===== config.mk =====
export PLATFORM = sky130hd
export DESIGN_NAME = fetch_stage
export DESIGN_NICKNAME = d
export VERILOG_FILES = /design/src/rtl/fetch_stage.sv
export SDC_FILE = /design/constraint.sdc
export NUM_CORES = 1
export LEC_CHECK = 0
export CAP_MARGIN = 10
export CORE_ASPECT_RATIO = 1.2
export CORE_MARGIN = 2
export CORE_UTILIZATION = 45
export DETAILED_ROUTE_END_ITERATION = 16
export PLACE_DENSITY = 0.77
export SETUP_SLACK_MARGIN = 0.05
export SYNTH_ARGS = -nofsm -noshare
export SYNTH_HDL_FRONTEND = slang
export SYNTH_SLANG_ARGS = --single-unit

===== constraint.sdc =====
create_clock -name clk -period 1.89 [get_ports clk]
set_input_delay 0.2835 -clock clk [delete_from_list [all_inputs] [get_ports clk]]
set_output_delay 0.2835 -clock clk [all_outputs]
set_load 0.1 [all_outputs]

===== src/rtl/fetch_stage.sv =====
// fetch_stage: RV32 instruction fetch with IF/ID pipeline register.
// Issues one outstanding request at a time. A 1-entry skid register holds a
// returned word while decode stalls. Redirects flush IF/ID and the skid and
// discard any response still in flight.
// Optional build macro FETCH_ILLEGAL_FILTER_EN: replaces words whose opcode is
// not R-type or I-ALU with a NOP and adds the fetch_illegal output.
// Valid/ready: IF/ID is accepted by decode on any cycle with if_id_valid=1 and
// id_stall=0; while id_stall=1 every if_id_* output holds.
module fetch_stage #(
   parameter int              XLEN     = 32,
   parameter logic [XLEN-1:0] RESET_PC = '0
) (
   input  logic            clk,
   input  logic            rst,
   output logic            imem_req,
   output logic [XLEN-1:0] imem_addr,
   input  logic            imem_rvalid,
   input  logic [31:0]     imem_rdata,
   input  logic            id_stall,
   input  logic            redirect,
   input  logic [XLEN-1:0] redirect_pc,
   output logic            if_id_valid,
   output logic [31:0]     if_id_instr,
   output logic [XLEN-1:0] if_id_pc,
   output logic [6:0]      if_id_opcode,
   output logic [1:0]      fsm_state
`ifdef FETCH_ILLEGAL_FILTER_EN
   ,
   output logic            fetch_illegal
`endif
);

   localparam logic [31:0] NOP = 32'h0000_0013;
   localparam logic [6:0] OP_R = 7'b0110011;
   localparam logic [6:0] OP_I = 7'b0010011;

   typedef enum logic [1:0] {
      S_REQ  = 2'd0,
      S_WAIT = 2'd1,
      S_HOLD = 2'd2,
      S_DROP = 2'd3
   } state_t;

   state_t          state;
   state_t          state_nxt;
   logic [XLEN-1:0] pc;
   logic            skid_valid;
   logic [31:0]     skid_instr;
   logic [XLEN-1:0] skid_pc;

   logic            rsp_accept;
   logic            to_ifid;
   logic            to_skid;
   logic            skid_drain;
   logic            ifid_load;
   logic            ifid_clear;
   logic [31:0]     load_word;
   logic [XLEN-1:0] load_pc;
   logic [31:0]     load_instr;
   logic            load_legal;

   assign imem_req     = !rst && (state == S_REQ);
   assign imem_addr    = pc;
   assign if_id_opcode = if_id_instr[6:0];
   assign fsm_state    = state;

   // Steering of a returned or skidded word into IF/ID; redirect overrides all.
   always_comb begin
      rsp_accept = (state == S_WAIT) && imem_rvalid && !redirect;
      to_ifid    = rsp_accept && (!if_id_valid || !id_stall);
      to_skid    = rsp_accept && if_id_valid && id_stall;
      skid_drain = (state == S_HOLD) && skid_valid && !id_stall && !redirect;
      ifid_load  = to_ifid || skid_drain;
      ifid_clear = redirect || (if_id_valid && !id_stall && !ifid_load);
      load_word  = skid_drain ? skid_instr : imem_rdata;
      load_pc    = skid_drain ? skid_pc : pc;
      load_legal = (load_word[6:0] == OP_R) || (load_word[6:0] == OP_I);
`ifdef FETCH_ILLEGAL_FILTER_EN
      load_instr = load_legal ? load_word : NOP;
`else
      load_instr = load_word;
`endif
   end

   // Next-state selection; DROP waits for the orphaned response before refetching.
   always_comb begin
      state_nxt = state;
      case (state)
         S_REQ:  state_nxt = redirect ? S_DROP : S_WAIT;
         S_WAIT: begin
            if (redirect)         state_nxt = imem_rvalid ? S_REQ : S_DROP;
            else if (imem_rvalid) state_nxt = to_skid ? S_HOLD : S_REQ;
         end
         S_HOLD: if (redirect || !id_stall) state_nxt = S_REQ;
         S_DROP: if (imem_rvalid) state_nxt = S_REQ;
         default: state_nxt = S_REQ;
      endcase
   end

   // FSM state register.
   always_ff @(posedge clk) begin
      if (rst) state <= S_REQ;
      else     state <= state_nxt;
   end

   // PC, skid buffer and IF/ID register updates.
   always_ff @(posedge clk) begin
      if (rst) begin
         pc          <= RESET_PC;
         skid_valid  <= 1'b0;
         skid_instr  <= NOP;
         skid_pc     <= '0;
         if_id_valid <= 1'b0;
         if_id_instr <= NOP;
         if_id_pc    <= '0;
`ifdef FETCH_ILLEGAL_FILTER_EN
         fetch_illegal <= 1'b0;
`endif
      end else begin
         if (redirect)        pc <= redirect_pc;
         else if (rsp_accept) pc <= pc + XLEN'(4);

         if (redirect || skid_drain) begin
            skid_valid <= 1'b0;
         end else if (to_skid) begin
            skid_valid <= 1'b1;
            skid_instr <= imem_rdata;
            skid_pc    <= pc;
         end

         if (ifid_load) begin
            if_id_valid <= 1'b1;
            if_id_instr <= load_instr;
            if_id_pc    <= load_pc;
`ifdef FETCH_ILLEGAL_FILTER_EN
            fetch_illegal <= !load_legal;
`endif
         end else if (ifid_clear) begin
            if_id_valid <= 1'b0;
`ifdef FETCH_ILLEGAL_FILTER_EN
            fetch_illegal <= 1'b0;
`endif
         end
      end
   end

endmodule


After elaboration in Yosys (flattened, before gate mapping)
Index checks and enable logic that the tools add are counted.
Storage, ports and cells
  bits in registers: 164
  latch bits: 0
  bits in writable memories: 0
  ROM bits: 0
  input bits: 69
  output and inout port bits: 107
  word-level logic and storage cells: 57
  memories: 0
Cells by class
  add/subtract/negate cells: 1
  multiply operators: 0
  divide/modulo/power cells: 0
  magnitude comparators: 0
  equal/unequal tests: 6
  shift operators: 0
  multiplexer cells: 14
  bitwise gates (word level): 1
  reduce and logical (&&, ||, !) cells: 27
Operator list (number)
  $mux 32: 4
  $add 32x3->32 const B: 1
  $mux 2: 7
  $logic_and 1x1->1: 11
  $pmux 2 s4: 1
  $logic_not 1->1: 5
  $logic_or 1x1->1: 5
  $eq 2x2->1 const B: 2
  $reduce_bool 2->1: 2
  $ne 3x3->1 const B: 1
  $reduce_and 3->1: 1
  $eq 2x1->1 const B: 1
  $logic_not 2->1: 1
  $mux 1: 2
  $ne 2x1->1 const B: 1
  $ne 2x2->1 const B: 1
  $reduce_and 2->1: 1
  $reduce_or 2->1: 1
  $not 1->1: 1

Depth between registers and ports, before layout
Gate-level depths: netlist of the first run.
  depth in word-level cells: 10
  mapped depth: 9
  mapped depth without buffers: 5

Worst setup path after synthesis of the first run
OpenSTA, ideal clock, no wires.
  path type: register to output
  start: reg state[0], in the netlist fsm_state[0]
  end: out imem_req
  data arrival time: 3.023 ns
  path slack: -1.417 ns
  stages on the path, launching flop included: 3
  path buffers: 1
  cells stage by stage: dfxtp_1 buf_4 nor3_1
Between the ends
  longest elaborated chain between the ends: 2
RTL lines
  start: declaration: RTL line 44  | state_t state;
  start signal: assignment: RTL line 103  | else state <= state_nxt;
  $logic_not 2->1: RTL line 62  | assign imem_req = !rst && (state == S_REQ);
  $logic_and 1x1->1: RTL line 62
  end: declaration: RTL line 15  | output logic imem_req,
No other way between the ends.

Final worst setup path of the first run
  start: reg pc[2], in the netlist imem_addr[2]
  end: reg pc[24], in the netlist imem_addr[24]
Between the ends
  longest elaborated chain between the ends: 3
RTL lines
  start: declaration: RTL line 46  | logic [XLEN-1:0] pc;
  start signal: assignment: RTL line 120  | if (redirect) pc <= redirect_pc;
  start signal: assignment: RTL line 121  | else if (rsp_accept) pc <= pc + XLEN'(4);
  $add 32x3->32: RTL line 121
  $mux 32: RTL line 121
  $mux 32: RTL line 120
No other way between the ends. The select of a mux whose other input is x is not followed.
A chain may end at the register's enable or synchronous reset.

==> metrics, run 1 <==
outcome finished clean; CP Max Fanout 5; largest family of logic cells by synthesized area simple AND/OR/NAND/NOR gates; Reg power frac about two fifths; HP Class in -> reg; yosys warns 0; Synth Area in Simple Gates roughly 29%; Post-Place Cells ~1300; Layout area overhead 40.1%; Bufs and invs on worst path 1; # fillers roughly 1400; vias in the first global route approximately 6900; drt drc 0; Post-synth EDFFs 0; Slew Limit Fails 0; Final Instance Count excl. Fillers between 1000 and 1500; clk_lat worst skew approximately 0.43 ns; CTS buffer count 17; TritonCTS clock tree done; CTS max path bufs 2; Seq cells post-synth ~160; Post-Place Setup Slack -0.242 ns; fmax about 560 MHz; Slew HR 76.2%; Placed Area approximately 0.0096 mm²; Layout Skew approximately 0.0096 ns; gr usage total between 20 and 30%; Final ANT Viol Nets 0; clk slew on worst S/H paths about 0.060 ns; WS Path Type reg -> reg; register area around 0.0034 mm²; fin crit period 1.79 ns; maxcap violations 0; first-iteration detailed-routing DRC count approximately 660; Startpoint Class flop; Core Box Area around 0.016 mm²; post-synthesis mux area share less than 1%; antenna cells 0; Die Span X ~120 µm; Int Power 0.00624 W; stages on the worst setup path 5; total number of vias approximately 7600; Final Cycle Share between 90% and 100%; share of flip-flops with an asynchronous set or reset 0%; share of cells above drive strength 1 23.7%; final instance area roughly 0.01 mm²; hold depth 2; Row Count 51; top-level port count between 150 and 200; Net Sw Frac between 30% and 40%; die area ~0.017 mm²; setup ws final ~0.1 ns; count of buffers from port buffering between 150 and 200; slowest stage cell on the critical path or4_1; most common cell after layout, fill and taps aside nand2_1; Synth Area in Compound Gates 18.5%; RSZ-0062 raised after global routing true; largest net degree at the start of global routing 75; Comb pwr share 21.6%; via/cell ratio between 5 and 6; post-synthesis sequential area ratio between 40% and 50%; worst path cell trace ha_4 -> nand4b_1 -> buf_4 -> or4_1 -> a311oi_1; Syn Nets 1006; R2R cell count 5; post-detailed-routing wire length around 22000 µm; Worst path max stage delay between 0.4 and 0.5 ns; Routability Congestion just over 0.8; DR WL/cell between 15 and 20 µm; area occupied by multi-input gates approximately 0.0037 mm²; Synth Flop Type dfxtp_1; Post-Syn Area roughly 0.0073 mm²; crit-path leading delay family simple AND/OR/NAND/NOR gates; count of final setup violators 0; clock network fraction of total power 38.0%; Cell variety after synth 59; gr ovfl total 0; most frequent cells in the layout 209 x nand2_1, 164 x buf_4, 133 x dfxtp_1, 89 x nor2_1, 79 x nand3_1; drt first pass iters 6; peak supply drop approximately 630 µV; first-pass GRT wire length roughly 35000 µm; antenna violations before repair 0; root buf cell clkbuf_16; CTS H-tree lvls 4; Critical Path AT between 2 and 2.5 ns; Least-Margin Pin Slew between 0.3 and 0.4 ns; CP Data Required Time approximately 2.2 ns; Initial Util between 40% and 50%; Worst setup EP type flop; Post-Synth Adder-Cell Area 0.170%; CTS sink cnt between 150 and 200; power density cells around 890 mW/mm²; Die H 144 µm; net switching power figure slightly below 0.003 W; hpwl dp approximately 15000 µm; leak pwr approximately 3.8 nW; Syn Area/Cell about 8 µm²; Post-Synth XOR/XNOR Area 0.955%; nets@finish approximately 1200; Syn Inst Count approximately 940; Fin. Hold Viols 0
## sequential cells by signal, indices dropped and copies added (netlist names)
name / cells
if_id_valid: 1
if_id_instr: 32
skid_pc: 32
fsm_state: 2
skid_instr: 32
if_id_pc: 32
skid_valid: 1
imem_addr: 32
## cell usage after synthesis (all sizes together) (5+ instances only)
library cell	number	share of area, %
nand3	79	5.4
o21ai	12	0.82
and2	5	0.43
nor3b	5	0.58
o31ai	9	0.92
dfxtp	164	45
a211oi	11	1.1
or3	11	0.94
nand4	10	1.1
or4	13	1.3
clkbuf	59	3.0
buf	39	2.9
and4	7	0.87
nor3	7	0.48
inv	6	0.31
nand3b	6	0.61
a31oi	5	0.43
nor2	89	4.6
nand2	211	11
nor4	5	0.43
a311oi	74	8.8
a21oi	65	4.4
## power by group through the flow
stage / Sequential [W] / Clock (W) / Combinational, W
floorplan: 0.00464 / 0 / 0.000501
CTS: 0.00372 / 0.00354 / 0.00196
global route: 0.00374 / 0.00368 / 0.00207
finish: 0.00372 / 0.00349 / 0.00198
detailed placement: 0.00380 / 0 / 0.00195
global placement: 0.00380 / 0 / 0.00194
## final timing paths
kind	from	to	slack, ns
min	rst	if_id_valid$_SDFFE_PP0P_	0.20
min reg2reg	skid_instr[29]$_SDFFE_PP0P_	skid_instr[29]$_SDFFE_PP0P_	0.46
max reg2reg	imem_addr[2]$_SDFFE_PP0N_	imem_addr[24]$_SDFFE_PP0N_	0.10
max	imem_addr[2]$_SDFFE_PP0N_	imem_addr[24]$_SDFFE_PP0N_	0.10
## what timing repair did
item,CTS,global route
hold buffers,0,0
resized for setup,0,3
pin swaps,2,2
setup endpoints to repair,1,25
endpoints found under the hold margin,0,0
buffers inserted,2,8
## kinds of logic (layout without fill, tap and decap cells)
family | after synthesis | count (layout)
simple gates | 463 | 463
buf+inv | 104 | 290
compound gates | 193 | 193
mux | 3 | 3
fa+ha+maj | 1 | 1
xor+xnor | 8 | 8
flops | 164 | 164
## per-stage QoR
stage	power [W]	hold slack (ns)	TNS, ns	utilization, %
2_1_floorplan	0.00514	0.377	-0.471	-
3_3_place_gp	0.00574	0.441	-14.66	59.6
3_5_place_dp	0.00575	0.447	-19.02	59.6
4_1_cts	0.00922	0.180	0	63.5
5_1_grt	0.00949	0.199	0	63.9
6_report	0.00920	0.203	0	63.9
## per-layer routing
layer  vias up  wire length [µm]  global-route usage [%]
met3        38              1320                    4.84
met5         -                 0                       0
met2       292             11100                    42.7
met4         0               556                    10.3
li1       3680                 -                       -
met1      3579              8960                    31.6
## layout make-up
class	count	area share [%]
multi-input cells	668	35.7
flip-flops and latches	164	32.9
repair buffers	253	22.7
clock buffers	22	5.04
well taps	212	2.58
clock inverters	9	0.852
inverters	6	0.219
Power figures use the tool's default switching activity.
==> run 2: changes to the inputs <==
- CAP_MARGIN: 10 -> default
==> results of run 2 <==
Same layout as run 1: the final DEF is identical, and so are final timing and power.
